## config.mk

```make
export PLATFORM = sky130hd
export DESIGN_NAME = radix2_divider
export DESIGN_NICKNAME = d
export VERILOG_FILES = /design/src/rtl/rv32m_pkg.sv /design/src/rtl/divider_step.sv /design/src/rtl/radix2_divider.sv
export SDC_FILE = /design/constraint.sdc
export NUM_CORES = 1
export LEC_CHECK = 0
export ABC_AREA = 1
export BUFFER_PORTS_ARGS = -buffer_cell sky130_fd_sc_hd__buf_2
export CORE_MARGIN = 5
export CORE_UTILIZATION = 52
export CTS_BUF_LIST = sky130_fd_sc_hd__clkbuf_16
export DETAILED_ROUTE_END_ITERATION = 16
export PLACE_DENSITY = 0.74
export SLEW_MARGIN = 5
export SYNTH_ARGS = -nofsm -noshare
export SYNTH_HDL_FRONTEND = slang
export SYNTH_SLANG_ARGS = --single-unit
```

## constraint.sdc

```tcl
create_clock -name CLK -period 2.2 [get_ports CLK]
set_input_delay 0.44 -clock CLK [delete_from_list [all_inputs] [get_ports CLK]]
set_output_delay 0.44 -clock CLK [all_outputs]
set_load 0.02 [all_outputs]
```

## src/rtl/rv32m_pkg.sv

```systemverilog
// Shared types and sizing helpers for the rv32m execute unit.
// Used here by the radix-2 divider.
package rv32m_pkg;

    typedef enum logic [1:0] {
        IDLE,
        DIVIDE,
        FIXUP,
        DONE
    } div_state_t;

    localparam int DIV_NUM_BITS = 32;
    localparam int DIV_CNT_W    = $clog2(DIV_NUM_BITS + 1);

    function automatic int cnt_width(input int num_bits);
        return $clog2(num_bits + 1);
    endfunction

endpackage

```

## src/rtl/divider_step.sv

```systemverilog
// One radix-2 restoring iteration: shift {rem, quo} left, then trial-subtract the divisor.
// Kept combinational so it can be chained for higher-radix unrolling.
module divider_step #(
    parameter int NUM_BITS = 32
) (
    input  logic [NUM_BITS-1:0] rem,
    input  logic [NUM_BITS-1:0] quo,
    input  logic [NUM_BITS-1:0] divisor,
    output logic [NUM_BITS-1:0] rem_next,
    output logic [NUM_BITS-1:0] quo_next
);

    logic [NUM_BITS:0] shifted;
    logic [NUM_BITS:0] trial;

    // The shifted remainder can reach 2*divisor-1, so the trial needs one extra bit.
    always_comb begin
        shifted  = {rem, quo[NUM_BITS-1]};
        trial    = shifted - {1'b0, divisor};
        rem_next = trial[NUM_BITS] ? shifted[NUM_BITS-1:0] : trial[NUM_BITS-1:0];
        quo_next = {quo[NUM_BITS-2:0], ~trial[NUM_BITS]};
    end

endmodule

```

## src/rtl/radix2_divider.sv

```systemverilog
// Sequential radix-2 restoring divider for DIV/DIVU/REM/REMU.
// Works on magnitudes, one quotient bit per cycle, sign-corrected in a final FIXUP cycle.
module radix2_divider
    import rv32m_pkg::*;
#(
    parameter int NUM_BITS = DIV_NUM_BITS
) (
    input  logic                CLK,
    input  logic                nRST,
    input  logic                start,
    input  logic                is_signed,
    input  logic [NUM_BITS-1:0] dividend,
    input  logic [NUM_BITS-1:0] divisor,
    output logic [NUM_BITS-1:0] quotient,
    output logic [NUM_BITS-1:0] remainder,
    output logic                finished,
    output div_state_t          state
);

    localparam int CNT_W = cnt_width(NUM_BITS);
    localparam logic [NUM_BITS-1:0] MIN_NEG = {1'b1, {(NUM_BITS-1){1'b0}}};

    div_state_t          next_state;
    logic                accept;
    logic                div_zero;
    logic                overflow;
    logic [NUM_BITS-1:0] abs_dividend;
    logic [NUM_BITS-1:0] abs_divisor;
    logic [NUM_BITS-1:0] rem_r;
    logic [NUM_BITS-1:0] quo_r;
    logic [NUM_BITS-1:0] div_r;
    logic [NUM_BITS-1:0] rem_step;
    logic [NUM_BITS-1:0] quo_step;
    logic [CNT_W-1:0]    cnt;
    logic                neg_q;
    logic                neg_r;

    assign div_zero     = (divisor == '0);
    assign overflow     = is_signed && (dividend == MIN_NEG) && (divisor == '1);
    assign abs_dividend = (is_signed && dividend[NUM_BITS-1]) ? -dividend : dividend;
    assign abs_divisor  = (is_signed && divisor[NUM_BITS-1])  ? -divisor  : divisor;

    divider_step #(
        .NUM_BITS(NUM_BITS)
    ) u_step (
        .rem      (rem_r),
        .quo      (quo_r),
        .divisor  (div_r),
        .rem_next (rem_step),
        .quo_next (quo_step)
    );

    always_ff @(posedge CLK) begin
        if (!nRST) begin
            state <= IDLE;
        end else begin
            state <= next_state;
        end
    end

    // start is only honoured when no division is in flight.
    always_comb begin
        next_state = state;
        accept     = 1'b0;
        case (state)
            IDLE, DONE: begin
                if (start) begin
                    accept     = 1'b1;
                    next_state = (div_zero || overflow) ? DONE : DIVIDE;
                end
            end
            DIVIDE: begin
                if (cnt == CNT_W'(1)) begin
                    next_state = FIXUP;
                end
            end
            FIXUP:   next_state = DONE;
            default: next_state = IDLE;
        endcase
    end

    always_ff @(posedge CLK) begin
        if (!nRST) begin
            quotient  <= '0;
            remainder <= '0;
            finished  <= 1'b0;
            cnt       <= '0;
            rem_r     <= '0;
            quo_r     <= '0;
            div_r     <= '0;
            neg_q     <= 1'b0;
            neg_r     <= 1'b0;
        end else if (accept) begin
            finished <= 1'b0;
            neg_q    <= is_signed && (dividend[NUM_BITS-1] ^ divisor[NUM_BITS-1]);
            neg_r    <= is_signed && dividend[NUM_BITS-1];
            if (div_zero) begin
                quotient  <= '1;
                remainder <= dividend;
                finished  <= 1'b1;
            end else if (overflow) begin
                quotient  <= dividend;
                remainder <= '0;
                finished  <= 1'b1;
            end else begin
                rem_r <= '0;
                quo_r <= abs_dividend;
                div_r <= abs_divisor;
                cnt   <= CNT_W'(NUM_BITS);
            end
        end else if (state == DIVIDE) begin
            rem_r <= rem_step;
            quo_r <= quo_step;
            cnt   <= cnt - CNT_W'(1);
        end else if (state == FIXUP) begin
            quotient  <= neg_q ? -quo_r : quo_r;
            remainder <= neg_r ? -rem_r : rem_r;
            finished  <= 1'b1;
        end
    end

endmodule

```

; Yosys cells after proc, flatten, opt, wreduce, memory -nomap -nowiden
; Index checks and enable logic that the tools add are counted.
[word_totals]
regBits = 171
[op_classes]
n_addsub = 6
n_eq_ne = 12
mux = 38
bitwise_logic = 4
n_reduce_logical = 16
[ops]
columns = op, count
row1 = 32-bit two-way mux, 23
row2 = 32-bit negation, 4
row3 = 32-bit == test (second input constant), 2
row4 = 33-bit by 32-bit subtractor with 33-bit output, 1
row5 = 32-bit zero test, 1
row6 = 6-bit two-way mux, 4
row7 = 2-bit != test (second input constant), 5
row8 = 3-bit AND reduction, 3
row9 = 1-bit two-way mux, 7
row10 = 6-bit by 1-bit == test with 1-bit output (second input constant), 1
row11 = 2-bit two-way mux, 3
row12 = 2-bit case mux with 3 select lines, 1
row13 = 6-bit by 1-bit subtractor with 6-bit output (second input constant), 1
row14 = 1-bit logical AND, 5
row15 = 2-bit == test (second input constant), 2
row16 = 2-bit AND reduction, 2
row17 = 2-bit nonzero test, 2
row18 = 3-bit by 1-bit != test with 1-bit output (second input constant), 1
row19 = 1-bit inverter, 3
row20 = 2-bit by 1-bit == test with 1-bit output (second input constant), 1
row21 = 2-bit zero test, 1
row22 = 2-bit OR reduction, 1
row23 = 1-bit logical OR, 1
row24 = 1-bit bitwise XOR, 1

; Depth between registers and ports, before layout
; Gate-level depths: netlist (run 1).
[depth]
word_depth = 7
mapped_depth = 18

; By module
; From an unflattened synthesis (run 1), not the netlist that was laid out.
[unflattened]
hier_cells = 2742
hier_area_um2 = 15082.0
[modules_own_cells]
columns = mod, instances, cells_each, area_per_inst_um2, seq_area_each_um2
row1 = radix2_divider, 1, 2028, 11686.2, 3423.3
row2 = divider_step, 1, 714, 3395.8, 0.0

; Worst setup path before layout (run 1)
; OpenSTA, ideal clock, no wires.
[synth_path]
path_type = flip-flop to flip-flop
from = reg quo_r[31]
to = reg rem_r[17]
setup_ps = 132
t_arrival_ps = 2146
required_time_ps = 2068
slack_ps = -78
stages_incl_launch_ff = 19
cell_sequence = dfxtp_1 > inv_1 > ha_1 > fa_1 > inv_1 > nand2_1 > nand2_1 > nand3_1 > nand2_1 > nand2_1 > nand2_1 > nand2_1 > nand2_1 > nand2_2 > nand2_2 > buf_2 > nand2_1 > nand3_1 > a21oi_1
[synth_via]
elab_chain_cells = 4
[synth_rtl]
columns = element, line
row1 = "start, declared", radix2_divider.sv:30  ; logic [NUM_BITS-1:0] quo_r;
row2 = "start signal, assigned", radix2_divider.sv:107  ; quo_r <= abs_dividend;
row3 = "start signal, assigned", radix2_divider.sv:113  ; quo_r <= quo_step;
row4 = 33-bit by 32-bit subtractor with 33-bit output, divider_step.sv:19  ; trial = shifted - {1'b0, divisor};
row5 = 32-bit two-way mux, divider_step.sv:20  ; rem_next = trial[NUM_BITS] ? shifted[NUM_BITS-1:0] : trial[NUM_BITS-1:0];
row6 = 32-bit two-way mux, radix2_divider.sv:111  ; end else if (state == DIVIDE) begin
row7 = 32-bit two-way mux, radix2_divider.sv:93  ; end else if (accept) begin
row8 = "end signal, assigned", radix2_divider.sv:112  ; rem_r <= rem_step;
row9 = "end, declared", radix2_divider.sv:29  ; logic [NUM_BITS-1:0] rem_r;
; No other way between the ends. The select of a mux whose other input is x is not followed.
; A chain may end at the register's enable or synchronous reset.

; Final worst setup path (run 1)
[layout_path]
from = reg div_r[29]
to = reg rem_r[0]
[layout_via]
elab_chain_cells = 4
[layout_rtl]
columns = element, line
row1 = "start, declared", radix2_divider.sv:31  ; logic [NUM_BITS-1:0] div_r;
row2 = "start signal, assigned", radix2_divider.sv:108  ; div_r <= abs_divisor;
row3 = 33-bit by 32-bit subtractor with 33-bit output, divider_step.sv:19
row4 = 32-bit two-way mux, divider_step.sv:20
row5 = 32-bit two-way mux, radix2_divider.sv:111
row6 = 32-bit two-way mux, radix2_divider.sv:93
; No other way between the ends. The select of a mux whose other input is x is not followed.

==> reports/metrics.csv, run 1 <==
metric,value,unit
fin crit period,2.22,ns
Via Count,16944,
nets,2777,
Area growth syn-to-layout,30.4,%
clock buffer depth,2,
failing checks,setup timing,
Detail Route Antenna Nets,0,
final core occ,68.3,%
Final setup viols,3,
Clock Latency Late Sink,0.46,ns
Max Slew Vio Count,0,
Antenna diodes,0,
GRT Total Usage,34.4,%
layout cells sized above 1,22.6,%
first-pass GRT wire length,80700,um
wire length per cell,17.5,um
vias per cell,5.62,
total power per unit cell area,1450,mW/mm2
Slew HR,65.4,%
number of buffers added on ports,134,
Async SR Flop Fraction,0,%
die area,0.0294,mm2
RSZ-0062 raised after global routing,true,
Final Cycle Share,101,%
total core area,0.0258,mm2
dpl ws,-0.222,ns
total global routing overflow,0,
Mapped Nets,2453,
# rows,59,
Root Driver,clkbuf_16,
post-synth top area share,25.3,%
worst path arrival time,2.54,ns
main flop type after synthesis,dfxtp_1,
cts bufs inserted,17,
Ports,135,
cell taking the most area after synthesis,dfxtp_1,
reg-to-reg setup timing slack,-0.02,ns
critical path class,reg2reg,
Die Ht,171,um
startpoint types,register,
initial antenna violation count,0,
Placed Cells,2967,
leading post-synthesis cells by cell area,"dfxtp_1 (25%), nand2_1 (16%), nor2_1 (9.1%)",
Worst VDD drop,1080,uV
initial core utilization,52.4,%
clock skew,0.0245,ns
Synth Area per Inst,5.78,um2
initial DRC count,1974,
Worst Max-Slew Pin Slew,0.515,ns
first-pass iteration count of the detailed router,6,
CP required,2.52,ns
Fmax achieved,0.450,GHz
synthesized instance count,2342,
Max-cap violations,0,
number of distinct library cells after synthesis,48,
non-filler instance count after layout,3014,
# DRC,0,
post-synthesis sequential area ratio,25.3,%
H-tree depth,4,
final-report hold violation count,0,
vias in the first global route,15319,
outcome,"finished, violations left",
synth warn,0,
die width,171,um
pin count of the biggest net entering global routing,90,
clock sink count,171,
register bit total from synthesis,171,
GP Congestion,1.02,
crit-path max FO,15,
setup_tns,-0.0454,ns
Post-Route WL,52800,um
CTS tree,yes,
Final HPWL DP,40000,um
Post-Syn Area,0.0135,mm2
Critical Path Sink Type,register,
Worst-path clk slew,0.07,ns
final worst slack,-0.0221,ns
Lkg Pwr,8.86,nW
Post-synth EDFFs,0,
worst hold-check path type,in2reg,
-- worst max-delay path, cell delays in order, from the launching register on --
cell     delay [ns]
dfxtp_1        0.35
inv_1          0.06
ha_2           0.36
nand2_1        0.11
nor2_1         0.18
nand2_1        0.13
nor2_2         0.17
nand2_4        0.09
nand2_4        0.10
nand2_8        0.08
nand2_4        0.10
buf_12         0.14
nand2_1        0.05
nand3_1        0.11
a21oi_2        0.07
-- cells in the final DEF, fill, tap and decap left out, drive strengths merged, types with 6 or more instances in the layout --
cell type,Yosys,final
nand3,192,192
nand4,35,35
xnor2,16,16
o21ai,241,241
nor3,34,34
o211ai,8,8
nor2,337,337
o22ai,16,16
nand3b,14,14
inv,301,307
or2,6,6
buf,39,397
xor2,20,20
ha,42,42
o31ai,10,10
nand2,595,595
a31oi,8,8
dfxtp,171,171
clkbuf,54,18
a21oi,175,175
-- cell families (layout without fill, tap and decap cells) --
group	count (synthesis)	after routing	synth area share [%]
simple gates	1223	1223	37.9
compound gates	470	470	18.3
buf+inv	397	734	12.0
flops	171	171	25.3
fa+ha+maj	43	43	4.03
xor+xnor	36	36	2.33
mux	2	2	0.148
-- power by group --
part / total, W / internal [W] / leakage (nW) / switching [W]
combinational: 0.0174 / 0.00642 / 7.16 / 0.0110
clock: 0.00318 / 0.00170 / 0.286 / 0.00148
sequential: 0.00498 / 0.00421 / 1.41 / 0.000772
-- final timing paths --
kind | startpoint | cells after the start | to
worst max-delay path | div_r[29] | 14 | rem_r[0]
worst min-delay path | divisor[29] | 3 | div_r[29]
worst max register to register | div_r[29] | 14 | rem_r[0]
worst min register to register | quotient[16] | 2 | quotient[16]
-- per-layer routing --
layer | global-route usage, % | up-vias | part of all wire (%)
li1 | - | 8244 | -
met1 | 50.2 | 7760 | 45
met2 | 53.3 | 846 | 44
met3 | 5.01 | 94 | 8.8
met4 | 8.96 | 0 | 2.5
met5 | 0 | - | 0
-- cell type report --
type	instances	area (um2)
inverter	304	1150
tap	335	419
clock inverter	15	164
fill	2468	8190
timing repair buffer	398	2910
sequential	171	3430
multi-input combinational	1774	9150
clock buffer	17	425
-- metrics by stage --
step,area [um2],power (W),hold slack [ns]
after floorplan,13600,0.0146,0.433
after global placement,16200,0.0201,0.456
after detailed placement,16200,0.0203,0.463
after CTS,17000,0.0239,0.286
after global routing,17600,0.0273,0.295
final,17600,0.0255,0.294
-- state kept, by name, summed over array words and instances (netlist names) --
| register | cells |
|---|---|
| neg_q | 1 |
| quo_r | 32 |
| state | 2 |
| neg_r | 1 |
| rem_r | 32 |
| cnt | 6 |
| quotient | 32 |
| finished | 1 |
| remainder | 32 |
| div_r | 32 |
-- what timing repair did --
action / CTS / global route
pin swaps: 6 / 16
setup endpoints to repair: 33 / 111
hold buffers: 0 / 0
cloned: 1 / 1
endpoints found under the hold margin: 0 / 0
resized for setup: 55 / 132
setup buffers: 4 / 9
-- cell usage after synthesis, types with 5 or more instances --
| cell type | count |
|---|---|
| nand2_1 | 589 |
| nor2_1 | 329 |
| inv_1 | 300 |
| o21ai_0 | 226 |
| nand3_1 | 191 |
| a21oi_1 | 172 |
| dfxtp_1 | 171 |
| clkbuf_1 | 54 |
| ha_1 | 42 |
| nand4_1 | 35 |
| nor3_1 | 33 |
| xor2_1 | 20 |
| buf_2 | 19 |
| o22ai_1 | 16 |
| xnor2_1 | 16 |
| o21ai_1 | 15 |
| nand3b_1 | 14 |
| o31ai_1 | 10 |
| buf_6 | 9 |
| a31oi_1 | 8 |
| o211ai_1 | 8 |
| nor2_2 | 7 |
| buf_1 | 6 |
| o21bai_1 | 5 |
| or2_2 | 5 |
No activity file was read; power rests on OpenSTA's default activity.
==> run 2: changes to the inputs <==
CAP_MARGIN = 10   (was unset)
CORE_MARGIN = unset   (was 5)
==> run 2 against run 1 <==
The flow still finishes with violations (setup timing). Sequential cell count stayed put. Non-clock buffer count is 16 lower. Die area is 9.1% lower. First-iteration DRC count is 2.4% higher. Worst setup slack worse by 0.011 ns. Combinational power hardly changed. Routed wire length is 1.8% lower. Register-to-register slack hardly changed. Hold slack better by 0.00053 ns. Final area is 0.27% higher. Critical path type unchanged.
==> reports/metrics.csv, run 2 (synthesis results as in run 1) <==
metric,value,unit,change
total power per unit cell area,1440,mW/mm2,-0.75%
clock buffer depth,2,,unchanged
CTS tree,yes,,
nets,2761,,-0.58%
vias in the first global route,14957,,-2.4%
DRT met1 WL,23000,um,-2.8%
final-report hold violation count,0,,unchanged
die area,0.0267,mm2,-9.1%
cts bufs inserted,17,,unchanged
die width,163,um,-4.7%
initial core utilization,53.5,%,+1.1 points
RSZ-0062 raised after global routing,true,,
non-filler instance count after layout,2993,,-0.70%
Max stage delay on crit path,0.37,ns,about the same
setup_tns,-0.139,ns,-0.0933 ns
Lkg Pwr,8.72,nW,-1.5%
Final Cycle Share,102,%,+0.51 points
Worst VDD drop,1050,uV,-2.6%
Final setup viols,10,,+7
Die Ht,163,um,-4.7%
pin count of the biggest net entering global routing,62,,-31%
Via Count,16888,,-0.33%
initial DRC count,2021,,+2.4%
crit-path max FO,6,,-9
H-tree depth,4,,unchanged
final worst slack,-0.0332,ns,-0.0112 ns
Area after DPL,0.0161,mm2,-0.59%
# rows,58,,-1.7%
clock sink count,171,,unchanged
DR top layer,met4,,
first-pass GRT wire length,78300,um,-3.1%
Antenna diodes,0,,unchanged
Post-Route WL,51800,um,-1.8%
layout cells sized above 1,24.3,%,+1.8 points
Detail Route Antenna Nets,0,,unchanged
reg2reg path depth,17,,+3
"most used cell, CP",nand2_2,,
initial antenna violation count,0,,unchanged
clock skew,0.0151,ns,-0.00943 ns
Area growth syn-to-layout,30.7,%,
slowest CP cell,dfxtp_2,,
Root Driver,clkbuf_16,,
"commonest non-fill, non-tap cell in the layout",nand2_1,,
first-pass iteration count of the detailed router,9,,+3
number of buffers added on ports,134,,unchanged
outcome,"finished, violations left",,
final core occ,69.9,%,+1.6 points
Slew HR,56.8,%,-8.6 points
failing checks,setup timing,,
Max-cap violations,0,,unchanged
total core area,0.0253,mm2,-2.0%
DR WL met3,4860,um,+5.1%
met2 WL,22500,um,-2.6%
GP Congestion,1.01,,-0.50%
fin area,0.0177,mm2,+0.27%
CP required,2.52,ns,about the same
GRT Total Usage,37.5,%,+3.2 points
CP Cell Sequence,ha_4 -> fa_2 -> inv_2 -> nand2_2 -> nand2_2 -> nand3_2 -> nand2_2 -> nand2_2 -> nand2_4 -> nand2_4 -> nand2_4 -> nand2_2 -> nand2_4 -> buf_12 -> nand2_1 -> nand3_1 -> a21oi_2,,
vias per cell,5.64,,+0.37%
critical path class,reg2reg,,
worst hold-check path type,in2reg,,
startpoint types,register,,
Fmax achieved,0.448,GHz,-0.50%
most frequent cells in the layout,"nand2_1 (535), nor2_1 (307), inv_1 (279)",,
Worst-path clk slew,0.07,ns,about the same
Placed Cells,2950,,-0.57%
Clock Latency Late Sink,0.45,ns,about the same
Critical Path Sink Type,register,,
worst path arrival time,2.55,ns,about the same
wire length per cell,17.3,um,-1.1%
Worst Max-Slew Pin Slew,0.643,ns,+0.128 ns
Final HPWL DP,39100,um,-2.4%
hold path depth,3,,unchanged
total global routing overflow,0,,unchanged
# DRC,0,,unchanged
Ports,135,,unchanged
Max Slew Vio Count,0,,unchanged
Final Power,0.0254,W,-0.48%
fin crit period,2.23,ns,+0.0112 ns
## run 2: cell count changes in the layout (fill, tap and decap cells not counted), sizes merged
| cell | previous run | this run |
|---|---|---|
| clkinvlp | 5 | 0 |
| bufinv | 2 | 0 |
| buf | 397 | 381 |
| inv | 307 | 313 |
| clkinv | 5 | 6 |
## run 2: final cells by class
| class | count | area (um2) |
|---|---|---|
| Tap cell | 330 | 413 |
| Sequential cell | 171 | 3450 |
| Clock buffer | 17 | 425 |
| Clock inverter | 15 | 148 |
| Inverter | 304 | 1150 |
| Multi-Input combinational cell | 1774 | 9360 |
| Fill cell | 2305 | 7630 |
| Timing Repair Buffer | 382 | 2750 |
## run 2: layer usage
layer	global-route usage, %	vias up
li1	-	8208
met1	52.7	7739
met2	57.2	838
met3	7.06	103
met4	11.9	0
met5	1.70	-
## run 2: path summary, 6_finish.rpt
kind                                  start     endpoint  slack (ns)
worst min register to register  quotient[6]  quotient[6]        0.46
worst min-delay path            divisor[29]    div_r[29]        0.29
worst max register to register     div_r[0]    rem_r[15]       -0.03
worst max-delay path               div_r[0]    rem_r[15]       -0.03
## run 2: report_power, final
part / switching [W] / total, W / internal [W]
combinational: 0.0110 / 0.0174 / 0.00638
sequential: 0.000779 / 0.00500 / 0.00422
clock: 0.00154 / 0.00305 / 0.00151
## run 2: per-stage QoR
step | hold WS (ns) | setup WS [ns]
after floorplan | 0.433 | 0.00457
after global placement | 0.451 | -0.154
after detailed placement | 0.453 | -0.254
after CTS | 0.284 | 0.0000695
after global routing | 0.299 | -0.127
final | 0.294 | -0.0332
## run 2: worst max-delay path, delay by kind of cell, from the launching register on
kind	cells	cell delay (ns)
adders and majority gates	2	0.52
buffers and inverters	2	0.22
DFF	1	0.37
AOI/OAI and AO/OA	1	0.06
and+or+nand+nor	12	0.95
## run 2: timing repair
| action | in CTS | in global routing |
|---|---|---|
| setup buffers | 3 | 7 |
| gates resized for setup | 50 | 188 |
| endpoints found under the setup margin | 33 | 89 |
| cloned | 0 | 1 |
| hold buffers | 0 | 0 |
| pin swaps | 8 | 34 |
==> run 3: changes to the inputs <==
MAX_ROUTING_LAYER = met4   (was unset)
==> run 3 against run 2 <==
The run still ends with setup timing left. Via count rose by 0.38%. Routed wire length rose by 0.21%. Global-route usage rose by 1.3 points. Critical path depth rose by 1. Final cell count rose by 0.37%. Die area did not move. Final area rose by 0.57%. Fmax fell by 1.9%. First-iteration DRC count did not move. Hold slack got worse by 0.0044 ns. Critical path type unchanged. Sequential share of layout area fell by 0.14 points.
==> reports/metrics.csv, run 3 (synthesis results as in run 1) <==
metric,value,unit,change
initial core utilization,53.5,%,unchanged
cts bufs inserted,17,,unchanged
worst path arrival time,2.60,ns,+0.05 ns
number of buffers added on ports,134,,unchanged
GP Congestion,1.05,,+3.4%
outcome,"finished, violations left",,
Post-Route WL,51900,um,+0.21%
Clock Latency Late Sink,0.45,ns,about the same
vias in the first global route,15007,,+0.33%
die width,163,um,unchanged
# rows,58,,unchanged
combinational fraction of design power,67.8,%,-0.5 points
crit-path leading delay family,simple AND/OR/NAND/NOR gates,,
Global Route met1 Usage,53.7,%,+0.95 points
die area,0.0267,mm2,unchanged
GRT Total Usage,38.9,%,+1.3 points
vias per cell,5.64,,about the same
Slew HR,58.8,%,+2.1 points
first-pass GRT wire length,78800,um,+0.67%
most frequent cells in the layout,"nand2_1 (547), nor2_1 (309), inv_1 (286)",,
initial antenna violation count,0,,unchanged
Clk pwr share,12.6,%,+0.6 points
pin count of the biggest net entering global routing,59,,-4.8%
Final setup viols,21,,+11
H-tree depth,4,,unchanged
Max-cap violations,0,,unchanged
Max Slew Vio Count,0,,unchanged
crit-path max FO,6,,unchanged
Worst Max-Slew Pin Slew,0.612,ns,-0.0311 ns
Antenna diodes,0,,unchanged
total core area,0.0253,mm2,unchanged
CP required,2.52,ns,about the same
Area after DPL,0.0162,mm2,+0.75%
clock buffer depth,2,,unchanged
switching pwr,0.0132,W,-0.34%
Detail Route Antenna Nets,0,,unchanged
RSZ-0062 raised after global routing,true,,
Die Ht,163,um,unchanged
Worst VDD drop,943,uV,-10%
wire length per cell,17.3,um,-0.16%
startpoint types,register,,
Lkg Pwr,8.86,nW,+1.5%
Via Count,16952,,+0.38%
hold_buf cts,0,,unchanged
setup_tns,-0.460,ns,-0.321 ns
Root Driver,clkbuf_16,,
switching portion of total power,51.8,%,-0.46 points
"most used cell, CP",nand2_2,,
Final Cycle Share,104,%,+2.0 points
clock sink count,171,,unchanged
CTS tree,yes,,
Critical Path Sink Type,register,,
Int Pwr,0.0123,W,+1.5%
Ports,135,,unchanged
fin crit period,2.28,ns,+0.0441 ns
"commonest non-fill, non-tap cell in the layout",nand2_1,,
layout cells sized above 1,23.4,%,-0.96 points
final-report hold violation count,0,,unchanged
total power per unit cell area,1440,mW/mm2,about the same
initial DRC count,2021,,unchanged
Max stage delay on crit path,0.35,ns,-0.02 ns
total global routing overflow,0,,unchanged
CP Cell Sequence,inv_2 -> ha_4 -> fa_2 -> inv_2 -> nand2_2 -> nand2_2 -> nand3_2 -> nand2_2 -> nand2_2 -> nand2_4 -> nand2_4 -> nand2_4 -> nand2_8 -> nand2_8 -> buf_6 -> nand2_1 -> nand3_2 -> a21oi_1,,
worst hold-check path type,in2reg,,
layer with the highest usage,met2,,
final core occ,70.3,%,+0.40 points
nets,2772,,+0.40%
Worst Hold Slack,0.290,ns,-0.00445 ns
clock skew,0.0188,ns,+0.00369 ns
global routing usage on met3,6.81,%,-0.25 points
M2 GR Usage,58.4,%,+1.2 points
failing checks,setup timing,,
# DRC,0,,unchanged
Final HPWL DP,39500,um,+1.2%
Worst-path clk slew,0.08,ns,about the same
final worst slack,-0.0773,ns,-0.0441 ns
sequential cell fraction of total power,19.6,%,about the same
CP bufs+invs,3,,+1
slowest CP cell,fa_2,,
Area growth syn-to-layout,31.4,%,
fin area,0.0178,mm2,+0.57%
first-pass iteration count of the detailed router,12,,+3
Fmax achieved,0.439,GHz,-1.9%
critical path class,reg2reg,,
## run 3: cell count changes in the layout (fill, tap and decap cells not counted), sizes merged
cell / change
clkbuf: +2
bufinv: +1
buf: +9
clkinv: +3
inv: -4
## run 3: worst register-to-register path: stages (launching register included)
cell	delay [ns]
dfxtp_2	0.34
inv_2	0.05
ha_4	0.16
fa_2	0.35
inv_2	0.07
nand2_2	0.05
nand2_2	0.07
nand3_2	0.06
nand2_2	0.07
nand2_2	0.07
nand2_4	0.08
nand2_4	0.08
nand2_4	0.12
nand2_8	0.10
nand2_8	0.12
buf_6	0.13
nand2_1	0.09
nand3_2	0.09
a21oi_1	0.07
## run 3: layer usage
| metal | routed length, um | share of wire (%) | up-vias |
|---|---|---|---|
| met5 | 0 | 0 | - |
| met4 | 1200 | 2.3 | 0 |
| met3 | 5430 | 10 | 84 |
| met2 | 22600 | 44 | 928 |
| met1 | 22700 | 44 | 7700 |
| li1 | - | - | 8240 |
## run 3: metrics by stage
step / setup WS (ns) / total power [W] / cells
global placement: -0.145 / 0.0202 / 2961
finish: -0.0773 / 0.0255 / 3004
CTS: -0.0319 / 0.0240 / 2996
global route: -0.183 / 0.0273 / 3004
floorplan: 0.00457 / 0.0146 / 2342
detailed placement: -0.239 / 0.0204 / 2961
## run 3: cell type report
| type | instances | area (um2) |
|---|---|---|
| repair buffers | 393 | 2880 |
| well taps | 330 | 413 |
| inverters | 304 | 1140 |
| multi-input cells | 1774 | 9290 |
| fillers | 2252 | 7530 |
| clock buffers | 17 | 425 |
| clock inverters | 15 | 201 |
| flip-flops and latches | 171 | 3440 |
## run 3: power by group through the flow
stage / Clock [W] / Sequential (W) / Combinational [W]
2_1_floorplan: 0 / 0.00548 / 0.00911
3_3_place_gp: 0 / 0.00493 / 0.0153
3_5_place_dp: 0 / 0.00496 / 0.0154
4_1_cts: 0.00325 / 0.00492 / 0.0158
5_1_grt: 0.00336 / 0.00511 / 0.0188
6_report: 0.00323 / 0.00500 / 0.0173
## run 3: path summary, 6_finish.rpt
| path | slack (ns) | from | end | depth (start not counted) |
|---|---|---|---|---|
| worst max register to register | -0.08 | quo_r[31] | rem_r[30] | 18 |
| worst max-delay path | -0.08 | quo_r[31] | rem_r[30] | 18 |
| worst min-delay path | 0.29 | divisor[29] | div_r[29] | 3 |
| worst min register to register | 0.47 | quotient[6] | quotient[6] | 2 |
## run 3: what timing repair did
item,CTS,global route
resized for setup,56,146
pin swaps,7,29
endpoints found under the setup margin,35,55
gates cloned,2,3
buffers inserted,2,5
